**config.mk**
```make
export PLATFORM = sky130hd
export DESIGN_NAME = instr_fetch_queue
export DESIGN_NICKNAME = d
export VERILOG_FILES = /design/src/rtl/fetch_pkg.sv /design/src/rtl/sync_fifo.sv /design/src/rtl/instr_fetch_queue.sv
export SDC_FILE = /design/constraint.sdc
export NUM_CORES = 1
export LEC_CHECK = 0
export CAP_MARGIN = 20
export CORE_MARGIN = 2
export CORE_UTILIZATION = 35
export DETAILED_ROUTE_END_ITERATION = 7
export SYNTH_ARGS = -nofsm -noshare
export SYNTH_HDL_FRONTEND = slang
export SYNTH_SLANG_ARGS = --single-unit
```
**constraint.sdc**
```tcl
create_clock -name clk -period 6 [get_ports clk]
set_input_delay 1.8 -clock clk [delete_from_list [all_inputs] [get_ports clk]]
set_output_delay 1.8 -clock clk [all_outputs]
set_load 0.005 [all_outputs]
```
**src/rtl/fetch_pkg.sv**
```systemverilog
// rtl/fetch_pkg.sv - shared types and sizing helpers for the instruction fetch front end
//
// Purpose: default geometry of the fetch front end, the queue entry layout
//          and the occupancy-counter width helper used by the top level.
// Ports:   none (package).

package fetch_pkg;

  localparam int DEF_ADDR_W = 8;
  localparam int DEF_DATA_W = 8;
  localparam int DEF_DEPTH  = 4;

  // Occupancy counter must represent 0..DEPTH inclusive, hence the extra bit.
  localparam int CNT_W = $clog2(DEF_DEPTH) + 1;

  // One prefetched byte together with the address it came from.
  typedef struct packed {
    logic [DEF_ADDR_W-1:0] addr;
    logic [DEF_DATA_W-1:0] data;
  } fetch_entry_t;

  // Counter width for an arbitrary queue depth.
  function automatic int cnt_width(input int depth);
    return $clog2(depth) + 1;
  endfunction

endpackage

```
**src/rtl/sync_fifo.sv**
```systemverilog
// rtl/sync_fifo.sv - synchronous FIFO with flush, occupancy count and registered head
//
// Purpose: circular buffer of DEPTH entries (DEPTH a power of two, >= 2).
// Ports:
//   clk      in   clock, all state on posedge
//   rst      in   asynchronous active-high reset
//   flush_i  in   drop all entries; wins over push/pop in the same cycle
//   push_i   in   write data_i at the tail
//   data_i   in   WIDTH  entry to write
//   pop_i    in   remove the head entry (ignored when empty)
//   head_o   out  WIDTH  current head entry (stale contents when empty)
//   count_o  out  number of stored entries, 0..DEPTH
//   empty_o  out  count_o == 0

module sync_fifo #(
  parameter int WIDTH = 16,
  parameter int DEPTH = 4
) (
  input  logic                   clk,
  input  logic                   rst,
  input  logic                   flush_i,
  input  logic                   push_i,
  input  logic [WIDTH-1:0]       data_i,
  input  logic                   pop_i,
  output logic [WIDTH-1:0]       head_o,
  output logic [$clog2(DEPTH):0] count_o,
  output logic                   empty_o
);

  localparam int PTR_W = $clog2(DEPTH);
  localparam int CNT_W = PTR_W + 1;

  logic [WIDTH-1:0] mem_q [DEPTH];
  logic [PTR_W-1:0] wr_ptr_q;
  logic [PTR_W-1:0] rd_ptr_q;
  logic [CNT_W-1:0] count_q;

  logic full;
  logic do_push;
  logic do_pop;

  assign empty_o = (count_q == '0);
  assign full    = (count_q == CNT_W'(DEPTH));
  assign do_pop  = pop_i & ~empty_o;
  // A pop frees a slot in the same cycle, so push into a full queue is fine then.
  assign do_push = push_i & (~full | do_pop);

  always_ff @(posedge clk or posedge rst) begin
    if (rst) begin
      wr_ptr_q <= '0;
      rd_ptr_q <= '0;
      count_q  <= '0;
      for (int i = 0; i < DEPTH; i++) begin
        mem_q[i] <= '0;
      end
    end else if (flush_i) begin
      wr_ptr_q <= '0;
      rd_ptr_q <= '0;
      count_q  <= '0;
    end else begin
      if (do_push) begin
        mem_q[wr_ptr_q] <= data_i;
        wr_ptr_q        <= wr_ptr_q + 1'b1;
      end
      if (do_pop) begin
        rd_ptr_q <= rd_ptr_q + 1'b1;
      end
      case ({do_push, do_pop})
        2'b10:   count_q <= count_q + 1'b1;
        2'b01:   count_q <= count_q - 1'b1;
        default: count_q <= count_q;
      endcase
    end
  end

  assign head_o  = mem_q[rd_ptr_q];
  assign count_o = count_q;

endmodule

```
**src/rtl/instr_fetch_queue.sv**
```systemverilog
// rtl/instr_fetch_queue.sv - prefetching instruction fetch front end with redirect
//
// Purpose: autonomously fetches sequential program bytes into a prefetch
//          queue and hands them to the core over a valid/ready handshake;
//          a jump flushes the queue and restarts fetching at the target.
// Ports:
//   clk          in   clock, all state on posedge
//   rst          in   asynchronous active-high reset
//   mem_rd       out  program-memory read strobe
//   mem_addr     out  ADDR_W  read address (current fetch pointer)
//   mem_data     in   DATA_W  read data, valid one cycle after mem_rd
//   op_code      out  DATA_W  queue-head opcode, 0 when empty
//   op_pc        out  ADDR_W  address of op_code, 0 when empty
//   op_valid     out  queue non-empty
//   op_ready     in   core takes the head this cycle
//   jump         in   single-cycle redirect strobe
//   jump_target  in   ADDR_W  new fetch address

module instr_fetch_queue
  import fetch_pkg::*;
#(
  parameter int                ADDR_W   = 8,
  parameter int                DATA_W   = 8,
  parameter int                DEPTH    = 4,
  parameter logic [ADDR_W-1:0] RESET_PC = '0
) (
  input  logic              clk,
  input  logic              rst,
  output logic              mem_rd,
  output logic [ADDR_W-1:0] mem_addr,
  input  logic [DATA_W-1:0] mem_data,
  output logic [DATA_W-1:0] op_code,
  output logic [ADDR_W-1:0] op_pc,
  output logic              op_valid,
  input  logic              op_ready,
  input  logic              jump,
  input  logic [ADDR_W-1:0] jump_target
);

  localparam int Q_CNT_W = cnt_width(DEPTH);

  typedef struct packed {
    logic [ADDR_W-1:0] addr;
    logic [DATA_W-1:0] data;
  } entry_t;

  localparam int ENTRY_W = $bits(entry_t);

  logic [ADDR_W-1:0] fpc_q;
  logic [ADDR_W-1:0] fpc_d;
  logic              inflight_q;
  logic              inflight_d;

  logic               q_empty;
  logic [Q_CNT_W-1:0] q_count;
  entry_t             q_head;
  entry_t             q_push_entry;

  logic             pop;
  logic             push;
  logic             issue;
  logic [Q_CNT_W:0] credit_used;

  assign op_valid = ~q_empty;
  assign pop      = op_valid & op_ready & ~jump;

  // Slots already owed: stored entries plus the read still returning,
  // less the entry leaving this cycle. One extra bit so DEPTH+1 cannot wrap.
  assign credit_used = {1'b0, q_count}
                     + {{Q_CNT_W{1'b0}}, inflight_q}
                     - {{Q_CNT_W{1'b0}}, pop};

  // The ~rst term keeps the strobe low while reset is held, since the
  // credit check alone would already allow a read from the reset state.
  assign issue = ~rst & ~jump & (credit_used < (Q_CNT_W + 1)'(DEPTH));

  // A jump in the issue cycle prevents the issue altogether, so only a jump
  // in the return cycle needs to kill the push.
  assign push = inflight_q & ~jump;

  // During the return cycle fpc has advanced exactly once past the read
  // address (any jump in between would have suppressed this push).
  assign q_push_entry.addr = fpc_q - 1'b1;
  assign q_push_entry.data = mem_data;

  always_comb begin
    fpc_d      = fpc_q;
    inflight_d = issue;
    if (jump) begin
      fpc_d = jump_target;
    end else if (issue) begin
      fpc_d = fpc_q + 1'b1;
    end
  end

  always_ff @(posedge clk or posedge rst) begin
    if (rst) begin
      fpc_q      <= RESET_PC;
      inflight_q <= 1'b0;
    end else begin
      fpc_q      <= fpc_d;
      inflight_q <= inflight_d;
    end
  end

  sync_fifo #(
    .WIDTH (ENTRY_W),
    .DEPTH (DEPTH)
  ) u_queue (
    .clk     (clk),
    .rst     (rst),
    .flush_i (jump),
    .push_i  (push),
    .data_i  (q_push_entry),
    .pop_i   (pop),
    .head_o  (q_head),
    .count_o (q_count),
    .empty_o (q_empty)
  );

  assign mem_rd   = issue;
  assign mem_addr = fpc_q;
  assign op_code  = op_valid ? q_head.data : '0;
  assign op_pc    = op_valid ? q_head.addr : '0;

endmodule

```
# == Yosys cells after proc, flatten, opt, wreduce, memory -nomap -nowiden ==
# Cells that the tools add are included.
# word_totals
register_bits,80
latch_bits,0
mem_bits_rw,0
mem_bits_ro,0
output_inout_bits,26
wordCells,61
mem_count,0
# op_classes
add_sub_neg,8
multipliers,0
div_mod_pow,0
order_cmp,4
eq_ne,3
shift,0
n_mux,16
bitwise,14
reduce_logical,7
# op_table
op,n
bitwise mux 64 bit,1
2-to-1 mux 16 bit,3
binary-select mux 16 bit (select 2 bit),1
demux 16 bit (select 2 bit),1
2-to-1 mux 8 bit,4
"adder 8 x 1 -> 8 bit, second input constant",1
2-to-1 mux 2 bit,4
"subtractor 8 x 1 -> 8 bit, second input constant",1
AND 1 bit,7
"greater-or-equal comparator 3 bit, second input constant",2
inverter 2 -> 3 bit,2
one-hot mux 3 bit (2 select lines),1
nonzero test 2 bit,3
"adder 2 x 1 -> 2 bit, second input constant",2
adder 3 x 1 -> 4 bit,1
"less-than comparator 4 x 3 -> 1 bit, second input constant",1
inverter 1 bit,4
subtractor 4 x 1 -> 4 bit,1
"adder 3 x 1 -> 3 bit, second input constant",1
"equality test 3 bit, second input constant",1
logical NOT 3 bit,1
"less-than comparator 3 x 1 -> 1 bit, second input constant",1
2-to-1 mux 3 bit,1
nonzero test 3 bit,1
6 further kinds,6

# == Logic depth before layout (Yosys ltp) ==
# logic_depth
depth_word,10
mapped_depth,14

# == Hierarchy ==
# A second synthesis with hierarchy kept.
# unflattened
cells_unflattened,316
hier_area_um2,4390.5
# modules_own_cells
mod,n_inst,cells_per_inst,area_per_inst_um2
sync_fifo,1,217,3562.2
instr_fetch_queue,1,99,828.3

# == Worst setup path after synthesis ==
# No wires, ideal clock.
# synth_path
path_kind,input-to-output
startpoint,input port jump
endpoint,output port mem_rd
arrival_ps,4039
path_slack_ps,161
path_stages,11
cell_sequence,clkbuf_1 clkbuf_1 nor2_1 ha_1 inv_1 ha_1 and3b_1 or4_1 buf_2 a31oi_4 nor2b_1
# synth_between
elab_chain_cells,5
# synth_rtl
element,line,rtl
from (decl),instr_fetch_queue.sv:36,"input logic jump,"
inverter 1 bit (no line) *,n/a,
AND 1 bit,instr_fetch_queue.sv:65,assign pop = op_valid & op_ready & ~jump;
subtractor 4 x 1 -> 4 bit,instr_fetch_queue.sv:71,"- {{Q_CNT_W{1'b0}}, pop};"
less-than comparator 4 x 3 -> 1 bit,instr_fetch_queue.sv:75,assign issue = ~rst & ~jump & (credit_used < (Q_CNT_W + 1)'(DEPTH));
AND 1 bit *,instr_fetch_queue.sv:75,
to (decl),instr_fetch_queue.sv:29,"output logic mem_rd,"
# Every way passes the cells marked *; elsewhere a longest branch is shown, timed or not.

# == Final worst setup path ==
# Ends and elaborated chain as after synthesis.

==> flow_metrics.tcl <==
set metrics [dict create \
    grt_pass1_wl_um 15000 \
    fmax_mhz 175 \
    grt_max_degree 48 \
    final_common_cell "dfrtp_1" \
    diodes 0 \
    synth-edff-count 0 \
    slew-limit-headroom_pct 34.2 \
    numPlacedInstances 527 \
    run_status "finished, final reports clean" \
    cts.sinks 80 \
    finalSetupViolCount 0 \
    setup_tns_ns 0 \
    hold_viol 0 \
    antenna_found_initial 0 \
    cts_max_level 3 \
    clkLatencyLatePin_ns 0.33 \
    drt-initial-drc-count 106 \
    area_growth_pct 25.6 \
    arrival_ns 3.93 \
    design_area_sq_um 5080 \
    layout.nets 428 \
    clk_pin_slew_worst_paths_ns 0.07 \
    num_io_pins 46 \
    dieArea_sq_um 12400 \
    cts_inserted_buffers 9 \
    skew_ns 0.00630 \
    rows 39 \
    crit_type "in -> out" \
    gp_congestion 0.763 \
    place_area_sq_um 4630 \
    wl_per_cell_um 15.6 \
    yosysWarnings 0 \
    yosysUniqueCellTypes 42 \
    cts_buffer_depth 2 \
    drv_slew 0 \
    cp_data_required_time_ns 4.20 \
    multi_input_area_sq_um 1910 \
    start_util_pct 35.6 \
    seq_area_sq_um 2000 \
    fp.dieH_um 112 \
    clockRootBuffer "clkbuf_16" \
    cap_violations 0 \
    hp-start "u_queue.mem_q[58]" \
    dr.pass1.iters 4 \
    worstMarginPinSlew_ns 0.986 \
    synth.avg_cell_area_sq_um 11.4 \
    hp-class "reg -> reg" \
    syn_area_sq_um 4050 \
    ant_nets 0 \
    vias 2719 \
    nFillCells 1075 \
    vias_per_cell 4.98 \
    final_cell_mix "dfrtp_1, nand2_1, clkdlybuf4s50_1, o21ai_0, mux2_2" \
    async_flop_share_pct 100 \
    r2r_start "u_queue.count_o[2]" \
    power_density_nw_per_um2 379 \
    syn-instance-count 355 \
    synth_ff_type "dfrtp_1" \
    yosys_register_bits 80 \
    cp-end-kind "output port" \
    ir_drop_v 0.000138 \
    instances_no_fill 546 \
    worst_setup_path_startpoint "jump" \
    io_buffers 45 \
    drc 0 \
    power_leakage_nw 2.19 \
    final.min_clock_period_ns 5.73 \
    routed_wl_um 8520 \
    cts_tree "done" \
    grt_overflow_total 0 \
    period_share_pct 95.5 \
    synth_nets 385 \
    final_util_pct 44.7 \
    place_hpwl_um 5480 \
    path_max_fanout 3 \
    critPathLaunchType "primary input" \
    grt_pass1_vias 2927 \
    fp.coreArea_sq_um 11400 \
    die_x_um 112 \
    rsz0062_at_grt "false" \
    synth-seq-area-share_pct 49.5 \
    grt_usage_pct 14.9 \
    cts_hold_buffers 0 \
    drive_gt1_share_pct 21.8 \
]
## path summary, 6_finish.rpt
kind	end	slack, ns	depth (start not counted)
worst max register to register	mem_addr[1]	2.49	15
min in group asynchronous	mem_addr[5]	1.88	2
max in group asynchronous	u_queue.mem_q[28]	3.13	4
worst max-delay path	mem_rd	0.27	10
worst min register to register	u_queue.mem_q[58]	0.48	2
worst min-delay path	u_queue.mem_q[58]	0.48	2
## power breakdown
part / total [mW] / internal, mW / switching (mW)
Sequential: 0.763 / 0.671 / 0.0924
Clock: 0.712 / 0.492 / 0.220
Combinational: 0.449 / 0.273 / 0.176
Total: 1.92 / 1.44 / 0.489
## cell usage after synthesis (2+ instances only)
master | number | share of area [%]
a21oi_1 | 4 | 0.49
a311oi_1 | 2 | 0.43
a31oi_1 | 3 | 0.46
and2_1 | 17 | 2.6
buf_2 | 9 | 1.1
clkbuf_1 | 14 | 1.3
dfrtp_1 | 80 | 49
ha_1 | 9 | 2.8
inv_1 | 11 | 1.0
mux2_2 | 34 | 9.5
mux2i_1 | 2 | 0.49
mux4_2 | 16 | 8.9
nand2_1 | 47 | 4.4
nand3_1 | 7 | 0.87
nand4_1 | 2 | 0.31
nor2_1 | 11 | 1.0
nor2b_1 | 2 | 0.31
nor3_1 | 5 | 0.62
nor4_1 | 2 | 0.31
o211ai_1 | 2 | 0.37
o21ai_0 | 40 | 4.9
xnor2_1 | 12 | 2.6
xor2_1 | 5 | 1.1
## state kept, by name (all words and copies together) (netlist names)
signal and flops:
u_queue.rd_ptr_q 2, u_queue.wr_ptr_q 2, u_queue.mem_q 64, inflight_q 1
u_queue.count_o 3, mem_addr 8
## critical path, cell delays in order
cell             delay (ns)
clkdlybuf4s50_1        0.42
nor2_1                 0.10
ha_1                   0.14
inv_1                  0.04
ha_1                   0.25
and3b_2                0.22
or4b_4                 0.51
a31oi_4                0.16
nor2b_4                0.17
clkbuf_2               0.12
## per-stage QoR
step	worst slack (ns)	total power, mW	hold slack [ns]
2_1_floorplan	0.161	1.05	0.445
4_1_cts	0.00280	1.94	0.482
5_1_grt	0.167	2.04	0.502
3_3_place_gp	-0.308	1.20	0.456
6_report	0.270	1.92	0.482
3_5_place_dp	-0.350	1.22	0.469
## timing repair
item / in CTS / in global routing
setup buffers: 1 / 0
gates cloned: 0 / 0
gates resized for setup: 7 / 3
pin swaps: 1 / 3
setup endpoints to repair: 1 / 1
## final cells by class
cell class	count	share of cell area, %
sequential	80	39.4
clock inverter	7	3.30
multi-input combinational	239	37.6
clock buffer	9	4.43
inverter	11	0.812
tap	143	3.52
timing repair buffer	57	11.0
## per-layer routing
layer | routed length (um) | global-route usage (%) | share of wire, %
met1 | 4100 | 20.6 | 48
met4 | 108 | 3.95 | 1.3
met2 | 4080 | 24.1 | 48
met3 | 227 | 3.21 | 2.7
met5 | 0 | 0 | 0
## cell families (layout without fill, tap and decap cells)
kind of cell / after synthesis / count (layout) / share of synthesized area [%]
simple gates: 100 / 100 / 11.8
flops: 80 / 80 / 49.5
compound gates: 59 / 59 / 8.78
mux: 53 / 53 / 19.1
buf+inv: 36 / 84 / 3.83
xor+xnor: 17 / 17 / 3.68
fa+ha+maj: 10 / 10 / 3.28
Power figures use the tool's default switching activity.
